===== src/rtl/bcd_gray_counter_pkg.sv =====
`default_nettype none
// ============================================================================
//  Module      : gray_pkg
//  Description : Shared types, constants and the BCD-to-Gray helper for the
//                BCD/Gray conversion datapath.
//                  bcd_t    - one 4-bit BCD digit
//                  BCD_MAX  - largest legal digit (9)
//                  bin2gray - reflected-binary encoding of a digit
//  Revision    : 1.0 - initial release
// ============================================================================
package gray_pkg;

    typedef logic [3:0] bcd_t;

    localparam bcd_t BCD_MAX = 4'd9;

    // Each Gray bit is the XOR of a binary bit and its upper neighbour;
    // the MSB passes through unchanged.
    function automatic logic [3:0] bin2gray(input bcd_t b);
        return b ^ (b >> 1);
    endfunction

endpackage : gray_pkg
`default_nettype wire


===== src/rtl/bcd_gray_counter_if.sv =====
`default_nettype none
// ============================================================================
//  Module      : bcd_gray_counter_if
//  Description : Control and output-handshake bundle of one BCD/Gray digit.
//                  en, load, load_bcd, dn  - count commands from the source
//                  gray, bcd, carry        - presented code (registered)
//                  out_valid / out_ready   - output handshake
//                  err                     - rejected-load pulse
//                Macro GRAY_UPDOWN_EN adds the dn (count-down) signal.
//                slave  : the counter side
//                master : the driver/consumer side
//  Revision    : 1.0 - initial release
// ============================================================================
interface bcd_gray_counter_if;
    import gray_pkg::*;

`ifdef GRAY_UPDOWN_EN
    logic       dn;
`endif
    logic       en;
    logic       load;
    bcd_t       load_bcd;
    logic [3:0] gray;
    bcd_t       bcd;
    logic       carry;
    logic       out_valid;
    logic       out_ready;
    logic       err;

    modport slave (
`ifdef GRAY_UPDOWN_EN
        input  dn,
`endif
        input  en,
        input  load,
        input  load_bcd,
        input  out_ready,
        output gray,
        output bcd,
        output carry,
        output out_valid,
        output err
    );

    modport master (
`ifdef GRAY_UPDOWN_EN
        output dn,
`endif
        output en,
        output load,
        output load_bcd,
        output out_ready,
        input  gray,
        input  bcd,
        input  carry,
        input  out_valid,
        input  err
    );

endinterface : bcd_gray_counter_if
`default_nettype wire


===== src/rtl/bcd_gray_counter_bcd2gray.sv =====
`default_nettype none
// ============================================================================
//  Module      : bcd2gray
//  Description : Combinational 4-bit BCD to Gray encoder.
//                  i_bcd  - BCD digit in
//                  o_gray - Gray code out
//  Revision    : 1.0 - initial release
// ============================================================================
module bcd2gray
    import gray_pkg::*;
(
    input  bcd_t       i_bcd,
    output logic [3:0] o_gray
);

    assign o_gray = bin2gray(i_bcd);

endmodule : bcd2gray
`default_nettype wire


===== src/rtl/bcd_gray_counter.sv =====
`default_nettype none
// ============================================================================
//  Module      : bcd_gray_counter
//  Description : Registered BCD digit counter (0-9) presenting each count as
//                Gray code through a valid/ready handshake; carry marks a
//                decade wrap for chaining.
//                  clk  - clock, rising edge
//                  rst  - synchronous active-high reset
//                  bus  - bcd_gray_counter_if.slave (commands + output code)
//                Macro GRAY_UPDOWN_EN: adds bus.dn for down counting
//                (0->9 wrap, carry flags the borrow). Undefined: up-only.
//  Revision    : 1.0 - initial release
// ============================================================================
module bcd_gray_counter
    import gray_pkg::*;
(
    input  logic                     clk,
    input  logic                     rst,
    bcd_gray_counter_if.slave        bus
);

    // Output handshake state: EMPTY = nothing presented, FULL = code pending.
    localparam logic [0:0] c_ST_EMPTY = 1'b0;
    localparam logic [0:0] c_ST_FULL  = 1'b1;

    logic [0:0] r_state;
    bcd_t       r_count;
    logic [3:0] r_gray;
    logic       r_carry;
    logic       r_err;

    logic       w_free;
    logic       w_down;
    logic       w_load_ok;
    logic       w_load_bad;
    logic       w_step;
    logic       w_accept;
    logic       w_wrap;
    bcd_t       w_step_count;
    bcd_t       w_next_count;
    logic [3:0] w_next_gray;

`ifdef GRAY_UPDOWN_EN
    assign w_down = bus.dn;
`else
    assign w_down = 1'b0;
`endif

    assign w_free     = (r_state == c_ST_EMPTY) || bus.out_ready;
    assign w_accept   = (r_state == c_ST_FULL) && bus.out_ready;
    assign w_load_ok  = bus.load && (bus.load_bcd <= BCD_MAX);
    assign w_load_bad = bus.load && (bus.load_bcd > BCD_MAX);
    // Any load, valid or not, suppresses the step in that cycle.
    assign w_step     = bus.en && !bus.load && w_free;

    // Wrap-around neighbour of the current count in the selected direction.
    always_comb begin
        w_wrap       = 1'b0;
        w_step_count = r_count;
        if (w_down) begin
            if (r_count == 4'd0) begin
                w_step_count = BCD_MAX;
                w_wrap       = 1'b1;
            end else begin
                w_step_count = r_count - 4'd1;
            end
        end else begin
            if (r_count == BCD_MAX) begin
                w_step_count = 4'd0;
                w_wrap       = 1'b1;
            end else begin
                w_step_count = r_count + 4'd1;
            end
        end
    end

    always_comb begin
        w_next_count = r_count;
        if (w_load_ok) begin
            w_next_count = bus.load_bcd;
        end else if (w_step) begin
            w_next_count = w_step_count;
        end
    end

    bcd2gray u_bcd2gray (
        .i_bcd  (w_next_count),
        .o_gray (w_next_gray)
    );

    always_ff @(posedge clk) begin
        if (rst) begin
            r_state <= c_ST_EMPTY;
            r_count <= 4'd0;
            r_gray  <= 4'd0;
            r_carry <= 1'b0;
            r_err   <= 1'b0;
        end else begin
            r_err <= w_load_bad;
            if (w_load_ok) begin
                // A pending unconsumed code is simply overwritten.
                r_count <= w_next_count;
                r_gray  <= w_next_gray;
                r_carry <= 1'b0;
                r_state <= c_ST_FULL;
            end else if (w_step) begin
                r_count <= w_next_count;
                r_gray  <= w_next_gray;
                r_carry <= w_wrap;
                r_state <= c_ST_FULL;
            end else if (w_accept) begin
                r_carry <= 1'b0;
                r_state <= c_ST_EMPTY;
            end
        end
    end

    assign bus.bcd       = r_count;
    assign bus.gray      = r_gray;
    assign bus.carry     = r_carry;
    assign bus.out_valid = (r_state == c_ST_FULL);
    assign bus.err       = r_err;

endmodule : bcd_gray_counter
`default_nettype wire


===== src/flat_wrapper.sv =====
// flat-port wrapper written by rule: the top's interface ports become plain ports
module bcd_gray_counter_flat import gray_pkg::*;
  (clk, rst, bus_en, bus_load, bus_load_bcd, bus_out_ready, bus_gray, bus_bcd, bus_carry, bus_out_valid, bus_err);
  bcd_gray_counter_if bus_i ();
  input  logic clk;
  input  logic rst;
  input wire logic [$bits(bus_i.en)-1:0] bus_en;
  input wire logic [$bits(bus_i.load)-1:0] bus_load;
  input wire logic [$bits(bus_i.load_bcd)-1:0] bus_load_bcd;
  input wire logic [$bits(bus_i.out_ready)-1:0] bus_out_ready;
  output wire logic [$bits(bus_i.gray)-1:0] bus_gray;
  output wire logic [$bits(bus_i.bcd)-1:0] bus_bcd;
  output wire logic [$bits(bus_i.carry)-1:0] bus_carry;
  output wire logic [$bits(bus_i.out_valid)-1:0] bus_out_valid;
  output wire logic [$bits(bus_i.err)-1:0] bus_err;
  assign bus_i.en = bus_en;
  assign bus_i.load = bus_load;
  assign bus_i.load_bcd = bus_load_bcd;
  assign bus_i.out_ready = bus_out_ready;
  assign bus_gray = bus_i.gray;
  assign bus_bcd = bus_i.bcd;
  assign bus_carry = bus_i.carry;
  assign bus_out_valid = bus_i.out_valid;
  assign bus_err = bus_i.err;
  bcd_gray_counter u_core (.clk(clk), .rst(rst), .bus(bus_i));
endmodule

===== config.mk =====
export PLATFORM = sky130hd
export DESIGN_NAME = bcd_gray_counter_flat
export DESIGN_NICKNAME = d
export VERILOG_FILES = /design/src/rtl/bcd_gray_counter_pkg.sv /design/src/rtl/bcd_gray_counter_if.sv /design/src/rtl/bcd_gray_counter_bcd2gray.sv /design/src/rtl/bcd_gray_counter.sv /design/src/flat_wrapper.sv
export SDC_FILE = /design/constraint.sdc
export NUM_CORES = 1
export LEC_CHECK = 0
export ABC_AREA = 1
export ABC_CLOCK_PERIOD_IN_PS = 1850
export BUFFER_PORTS_ARGS = -buffer_cell sky130_fd_sc_hd__clkbuf_2
export CORE_AREA = 2 2 39 41
export CTS_CLUSTER_SIZE = 14
export DETAILED_ROUTE_END_ITERATION = 8
export DIE_AREA = 0 0 41 43
export PLACE_DENSITY = 0.76
export RECOVER_POWER = 25
export SLEW_MARGIN = 25
export SYNTH_ARGS = -nofsm -noshare
export SYNTH_HDL_FRONTEND = slang
export SYNTH_SLANG_ARGS = --single-unit

===== constraint.sdc =====
create_clock -name clk -period 1.85 [get_ports clk]
set_input_delay 0.37 -clock clk [delete_from_list [all_inputs] [get_ports clk]]
set_output_delay 0.37 -clock clk [all_outputs]
set_load 0.01 [all_outputs]

==> implementation parameters, run 1 <==
Parameter                              Value

Yosys
  Combinational family with the most area after synthesis ... simple AND/OR/NAND/NOR gates
  Count of flip-flops with a built-in enable after synthesis ... 0
  Post-synthesis adder-cell area fraction ... 0%
  Mapped cell area ... 627 um2
  Library cell occupying the most area in the post-synthesis netlist ... sky130_fd_sc_hd__dfxtp_1
  Leading cell types by count after synthesis ... sky130_fd_sc_hd__nand2_1, sky130_fd_sc_hd__inv_1, sky130_fd_sc_hd__nand3_1
  Fraction of synthesized cell area taken by the top area cell type ... between 30% and 40%
  Post-synthesis simple-gate area fraction ... 43.3%
  Number of storage elements in the synthesis netlist ... 10
  Most instantiated library cell after synthesis ... sky130_fd_sc_hd__nand2_1
  Cell types with the largest area share after synthesis ... sky130_fd_sc_hd__dfxtp_1, sky130_fd_sc_hd__nand2_1, sky130_fd_sc_hd__nand3_1
  Proportion of synthesized area in mux cells ... 0%
  Count of unique library cells instantiated by Yosys ... 18
  Number of nets in the synthesized netlist ... 106
  Number of warnings printed during yosys synthesis ... 0
  Mean instance size in the synthesized netlist ... 6.46 um2
  Count of mapped cells out of synthesis ... 97
  Prevailing post-synth register cell ... sky130_fd_sc_hd__dfxtp_1
  Fraction of the mapped netlist area in compound gates ... 12.8%
  Post-synthesis share of cell area spent on xor and xnor gates ... 0%
  Async set-reset flop share out of synthesis ... 0%
  Sequential fraction of the synthesis area ... 31.9%

Detailed routing
  Post-DR wirelength/cell ... 10.4 um
  Aggregate routed wire length ... 1400 um
  Total via count in the routed design ... 671
  1st-pass router iterations ... 4
  Number of nets with antenna violations after routing ... 0
  Starting DRC count in detailed routing ... 13
  Routed vias/inst ... roughly 5.0
  Final routed DRC violation total ... 0

Setup path
  CP peak stage delay ... 0.47 ns
  Reg2reg path depth ... 9
  Kind of end point of the critical path ... output pin
  Crit-path cells ... clkbuf_2
  Required time of the worst setup path ... 1.48 ns
  Cell with the largest stage delay on the worst path ... sky130_fd_sc_hd__dfxtp_1
  CP Launch Type ... flop
  Count of cell instances traversed by the critical path ... 1
  Crit Path Class ... flop to output pin
  Buffering stage count on the worst path with inverters included ... 1
  Critical path fanouts, max ... 8
  Largest delay contributor family on the critical path ... flip-flops
  Arrival time at the worst endpoint ... 0.92 ns

Timing
  Post-layout minimum cycle time ... 1.29 ns
  Crit share post-route ... 69.6%
  PnR worst setup slack ... 0.563 ns
  Setup total negative slack ... 0 ns
  Post-Route Skew ... 0.00850 ns
  Max Clock Freq ... 0.777 GHz
  Slew at the pin with the worst max-slew slack ... 0.269 ns
  Max-slew headroom at the worst pin ... between 80% and 90%
  Hold Violations, Final ... 0
  RSZ-0062 raised after global routing ... no
  Finish-stage setup viols ... 0
  Final number of max-transition violations ... 0

Finish
  Combined area of the multi-input logic cells ... 352 um2
  Seq. cell area ... 200 um2
  Share of post-route cells with drive strength above 1 ... 25.4%
  Net count reported at finish ... 129
  Utilization after layout ... 54.2%
  Area delta synth->final ... 19.8%
  Total inserted antenna cells ... 0
  Fillers ... 144

Floorplan
  Die ar. ... around 0.0018 mm2
  Top Ports ... 20
  Number of standard-cell rows in the floorplan ... 14
  Starting utilization of the core area ... between 40% and 50%
  Core footprint ... 0.00138 mm2
  Horizontal die dimension ... between 40 and 50 um
  Vertical extent of the die ... between 40 and 50 um

Run
  Max cap viols ... 0

Clock network
  Clock latency reported for the late side of the worst-skew pair ... 0.27 ns
  Register clock-pin slew on the reported worst setup and hold paths ... ~0.070 ns
  Gates resized, CTS repair ... 0
  H-tree depth reported by CTS ... 1
  Number of buffers inserted to repair setup after CTS ... 0
  Number of buffers between clock root and the deepest sink ... 2
  Cell chosen for the clock root ... sky130_fd_sc_hd__clkbuf_4
  CTS tree ... yes
  Number of sinks driven by the clock tree ... 10
  Number of buffers created by CTS ... 3
  Hold Buf Count CTS ... 0

Worst hold path
  Type of the worst min-delay path ... primary input to flop
  Hold path cells ... 3

Global route
  Global-route wire length before repair ... 2230 um
  GRT Residual Overflow ... 0
  Largest net degree at the start of global routing ... 9
  Overall track demand over capacity in global routing ... 18.2%
  Via count of the first global-routing pass ... 584
  Antenna violations before repair ... 0

Power and ir drop
  Power, Total ... 0.527 mW
  Max VDD drop ... 492 uV
  Leakage power total ... 0.405 nW
  PwrDens ... 701 mW/mm2

Place
  DP Worst Slack ... 0.435 ns
  Final RePlAce weighted congestion ... 0.843
  DP HPWL ... 1110 um
  # port buffers ... 19

Status
  Status ... completed
-- sequential cells by signal, summed over array words and instances, names as in the netlist --
register	cells
u_core.bus.carry	1
u_core.bus.out_valid	1
u_core.bus.bcd	3
u_core.bus.err	1
u_core.bus.gray	4
-- per-layer routing --
metal | wire, um | share of wire (%) | track usage (%) | up-vias
li1 | - | - | - | 355
met1 | 660 | 47 | 24.3 | 287
met2 | 624 | 45 | 26.9 | 22
met3 | 64 | 4.6 | 1.57 | 7
met4 | 50 | 3.6 | 11.3 | 0
met5 | 0 | 0 | 0 | -
-- per-stage QoR --
stage	instances	hold slack (ns)	cell area, um2
floorplan	97	0.439	627
global placement	131	0.508	734
detailed placement	131	0.508	734
CTS	134	0.348	757
global route	134	0.354	751
finish	134	0.341	751
-- kinds of logic after synthesis --
logic type             after synthesis
and+or+nand+nor                     55
buffers and inverters               19
AOI/OAI and AO/OA                   13
DFF                                 10
-- layout make-up --
type,instances,area share (%)
clock buffers,3,3.00
flip-flops and latches,10,26.7
repair buffers,19,11.8
multi-input cells,68,46.8
well taps,16,2.67
inverters,18,9.00
-- power breakdown --
| group | internal [mW] | total (mW) | switching [mW] | leakage, nW |
|---|---|---|---|---|
| Sequential | 0.232 | 0.248 | 0.0159 | 0.0824 |
| Clock | 0.0751 | 0.149 | 0.0736 | 0.0138 |
| Combinational | 0.0482 | 0.130 | 0.0817 | 0.309 |
-- layout by cell type (no fill, tap or decap), drive strengths merged --
cell type / count
nand3: 14
o21ai: 4
nor4: 1
nand2: 29
inv: 18
nor2: 7
or2: 1
dfxtp: 10
nand4: 3
a21oi: 9
clkbuf: 22
-- worst paths after layout --
kind | start | slack (ns) | to
min | bus_load_bcd[3] | 0.34 | u_core.bus.err
min reg2reg | u_core.bus.out_valid | 0.51 | u_core.bus.out_valid
max reg2reg | u_core.bus.bcd[0] | 0.57 | u_core.bus.gray[2]
max | u_core.bus.bcd[0] | 0.56 | bus_bcd[0]
No activity file was read; power rests on OpenSTA's default activity.
==> run 2, diff against run 1 <==
- ABC_CLOCK_PERIOD_IN_PS: 1850 -> 1200
- CORE_AREA: 2 2 39 41 -> not set
- CORE_UTILIZATION: not set -> 48
- DIE_AREA: 0 0 41 43 -> not set
- PLACE_DENSITY: 0.76 -> 0.77
- clock period: 1.85 -> 1.2 ns (I/O delays scaled with it)
==> run 2 against run 1 <==
Compared with the run above:
- final cell count grew 7.5%
- total power grew 62%
- clock power grew 42%
- core utilization grew 22 points
- sequential power grew 54%
- critical path depth grew 8
- clock-buffer cell count is the same
- flip-flop and latch count is the same
- die area shrank 18%
- global-route usage grew 6.3 points
- register-to-register slack lost 0.52 ns
- via count grew 8.8%
==> implementation parameters, run 2 (synthesis results as in run 1) <==
Parameter                              Value

Status
  Status ... completed

Timing
  Hold Violations, Final ... 0
  Max Clock Freq ... 0.868 GHz
  Tightest hold margin ... 0.286 ns
  RSZ-0062 raised after global routing ... yes
  Post-Route Skew ... ~0.001 ns
  Crit share post-route ... 96.1%
  Final number of max-transition violations ... 0
  Post-layout minimum cycle time ... 1.15 ns
  Setup total negative slack ... 0 ns
  Slew at the pin with the worst max-slew slack ... 0.270 ns
  Max-slew headroom at the worst pin ... around 82%
  Finish-stage setup viols ... 0

Finish
  Max reg flops ... 4
  Net count reported at finish ... roughly 140
  Count of placed standard cells in the final layout, fillers left out ... roughly 140
  Utilization after layout ... 76.1%
  Most common cell after layout, fill and taps aside ... sky130_fd_sc_hd__nand2_1
  Commonest non-fill, non-tap cells in the layout ... sky130_fd_sc_hd__nand2_1, sky130_fd_sc_hd__inv_1, sky130_fd_sc_hd__clkbuf_2
  Final instance area ... slightly below 900 um2
  Area delta synth->final ... 40.3%
  Share of post-route cells with drive strength above 1 ... 42.3%
  Total inserted antenna cells ... 0

Setup path
  Crit-path cells ... nand2_1, inv_1, nand3_1, nand2_1, nand3_2, nand3_1, nand3_1, nand2_1, inv_1
  Reg-to-reg critical path endpoint ... u_core.bus.gray[2]
  Largest delay contributor family on the critical path ... simple AND/OR/NAND/NOR gates
  R2R Path Start ... u_core.bus.bcd[0]
  Buffering stage count on the worst path with inverters included ... 2
  Arrival time at the worst endpoint ... 1.31 ns
  Reg2reg path depth ... 9
  Required time of the worst setup path ... 1.35 ns
  Kind of end point of the critical path ... flop
  Critical path fanouts, max ... 7
  Cell with the largest stage delay on the worst path ... sky130_fd_sc_hd__dfxtp_4
  CP Launch Type ... flop
  Crit Path Class ... flop to flop
  CP peak stage delay ... 0.38 ns
  R2R setup slack ... 0.05 ns

Power and ir drop
  PwrDens ... just under 1000 mW/mm2
  Leakage power total ... 0.477 nW
  Max VDD drop ... 538 uV

Clock network
  Number of buffers between clock root and the deepest sink ... 2
  Register clock-pin slew on the reported worst setup and hold paths ... 0.06 ns
  CTS tree ... yes
  Number of sinks driven by the clock tree ... 10
  Cell chosen for the clock root ... sky130_fd_sc_hd__clkbuf_4
  Hold Buf Count CTS ... 0
  Number of buffers created by CTS ... 3
  Number of buffers inserted to repair setup after CTS ... 0
  H-tree depth reported by CTS ... 1
  Clock latency reported for the late side of the worst-skew pair ... 0.25 ns

Worst hold path
  Type of the worst min-delay path ... primary input to flop
  Hold path cells ... 2
  Min-Delay Endpoint ... u_core.bus.bcd[1]
  Min-Delay Startpoint ... rst

Place
  Inst Count DP ... 141
  DP HPWL ... 1260 um
  Final RePlAce weighted congestion ... between 0.8 and 0.9
  Post-Place Cell Area ... 822 um2
  # port buffers ... 19

Floorplan
  Core footprint ... ~0.0012 mm2
  Starting utilization of the core area ... 54.2%
  Die ar. ... 0.00145 mm2
  Number of standard-cell rows in the floorplan ... 12
  Top Ports ... 20
  Horizontal die dimension ... 38.1 um
  Vertical extent of the die ... 38.1 um

Global route
  Via count of the first global-routing pass ... 616
  Antenna violations before repair ... 0
  GRT Residual Overflow ... 0
  Largest net degree at the start of global routing ... 9
  Global-route wire length before repair ... about 2500 um
  Overall track demand over capacity in global routing ... 24.5%

Detailed routing
  Post-DR wirelength/cell ... 11.5 um
  Aggregate routed wire length ... 1660 um
  1st-pass router iterations ... 4
  Final routed DRC violation total ... 0
  Number of nets with antenna violations after routing ... 0
  Total via count in the routed design ... 730
  Routed vias/inst ... 5.07
  Starting DRC count in detailed routing ... 18

Run
  Max cap viols ... 0
run 2: cell count changes in the layout (fill, tap and decap cells not counted), sizes merged:
cell  delta
buf     +12
run 2: layout make-up:
cell class / instances / area (um2)
Multi-Input combinational cell: 68 / 380
Fill cell: 112 / 277
Sequential cell: 10 / 211
Timing Repair Buffer: 31 / 180
Inverter: 18 / 67.6
Clock buffer: 3 / 22.5
Tap cell: 14 / 17.5
run 2: worst max-delay path by stage:
| stage | to | from | slack [ns] | cells after the start |
|---|---|---|---|---|
| 2_1_floorplan | u_core.bus.gray[2] | u_core.bus.out_valid | 0.03 | 9 |
| 3_3_place_gp | u_core.bus.gray[2] | bus_out_ready | -0.08 | 11 |
| 3_5_place_dp | u_core.bus.gray[2] | bus_out_ready | -0.06 | 11 |
| 4_1_cts | u_core.bus.gray[2] | u_core.bus.out_valid | 0.02 | 9 |
| 5_1_grt | u_core.bus.gray[2] | u_core.bus.bcd[0] | -0.03 | 9 |
| 6_report | u_core.bus.gray[2] | u_core.bus.bcd[0] | 0.05 | 9 |
run 2: timing repair:
item | in CTS | in global routing
pin swaps | 0 | 4
gates resized for setup | 3 | 12
endpoints found under the setup margin | 2 | 4
run 2: where the power goes:
part	internal (mW)	switching (mW)	total, mW
registers	0.359	0.0235	0.383
clock network	0.115	0.0958	0.211
logic	0.113	0.149	0.262
run 2: routing by layer:
layer | vias up | global-route usage (%) | wire length (um)
li1 | 376 | - | -
met4 | 0 | 8.04 | 25
met2 | 25 | 44.9 | 837
met3 | 7 | 3.49 | 62
met1 | 322 | 28.7 | 737
met5 | - | 0 | 0
run 2: metrics by stage:
| stage | total power [mW] | setup WS [ns] |
|---|---|---|
| after detailed placement | 0.634 | -0.0592 |
| after global placement | 0.629 | -0.0774 |
| after floorplan | 0.524 | 0.0294 |
| final | 0.855 | 0.0474 |
| after CTS | 0.847 | 0.0177 |
| after global routing | 0.907 | -0.0298 |
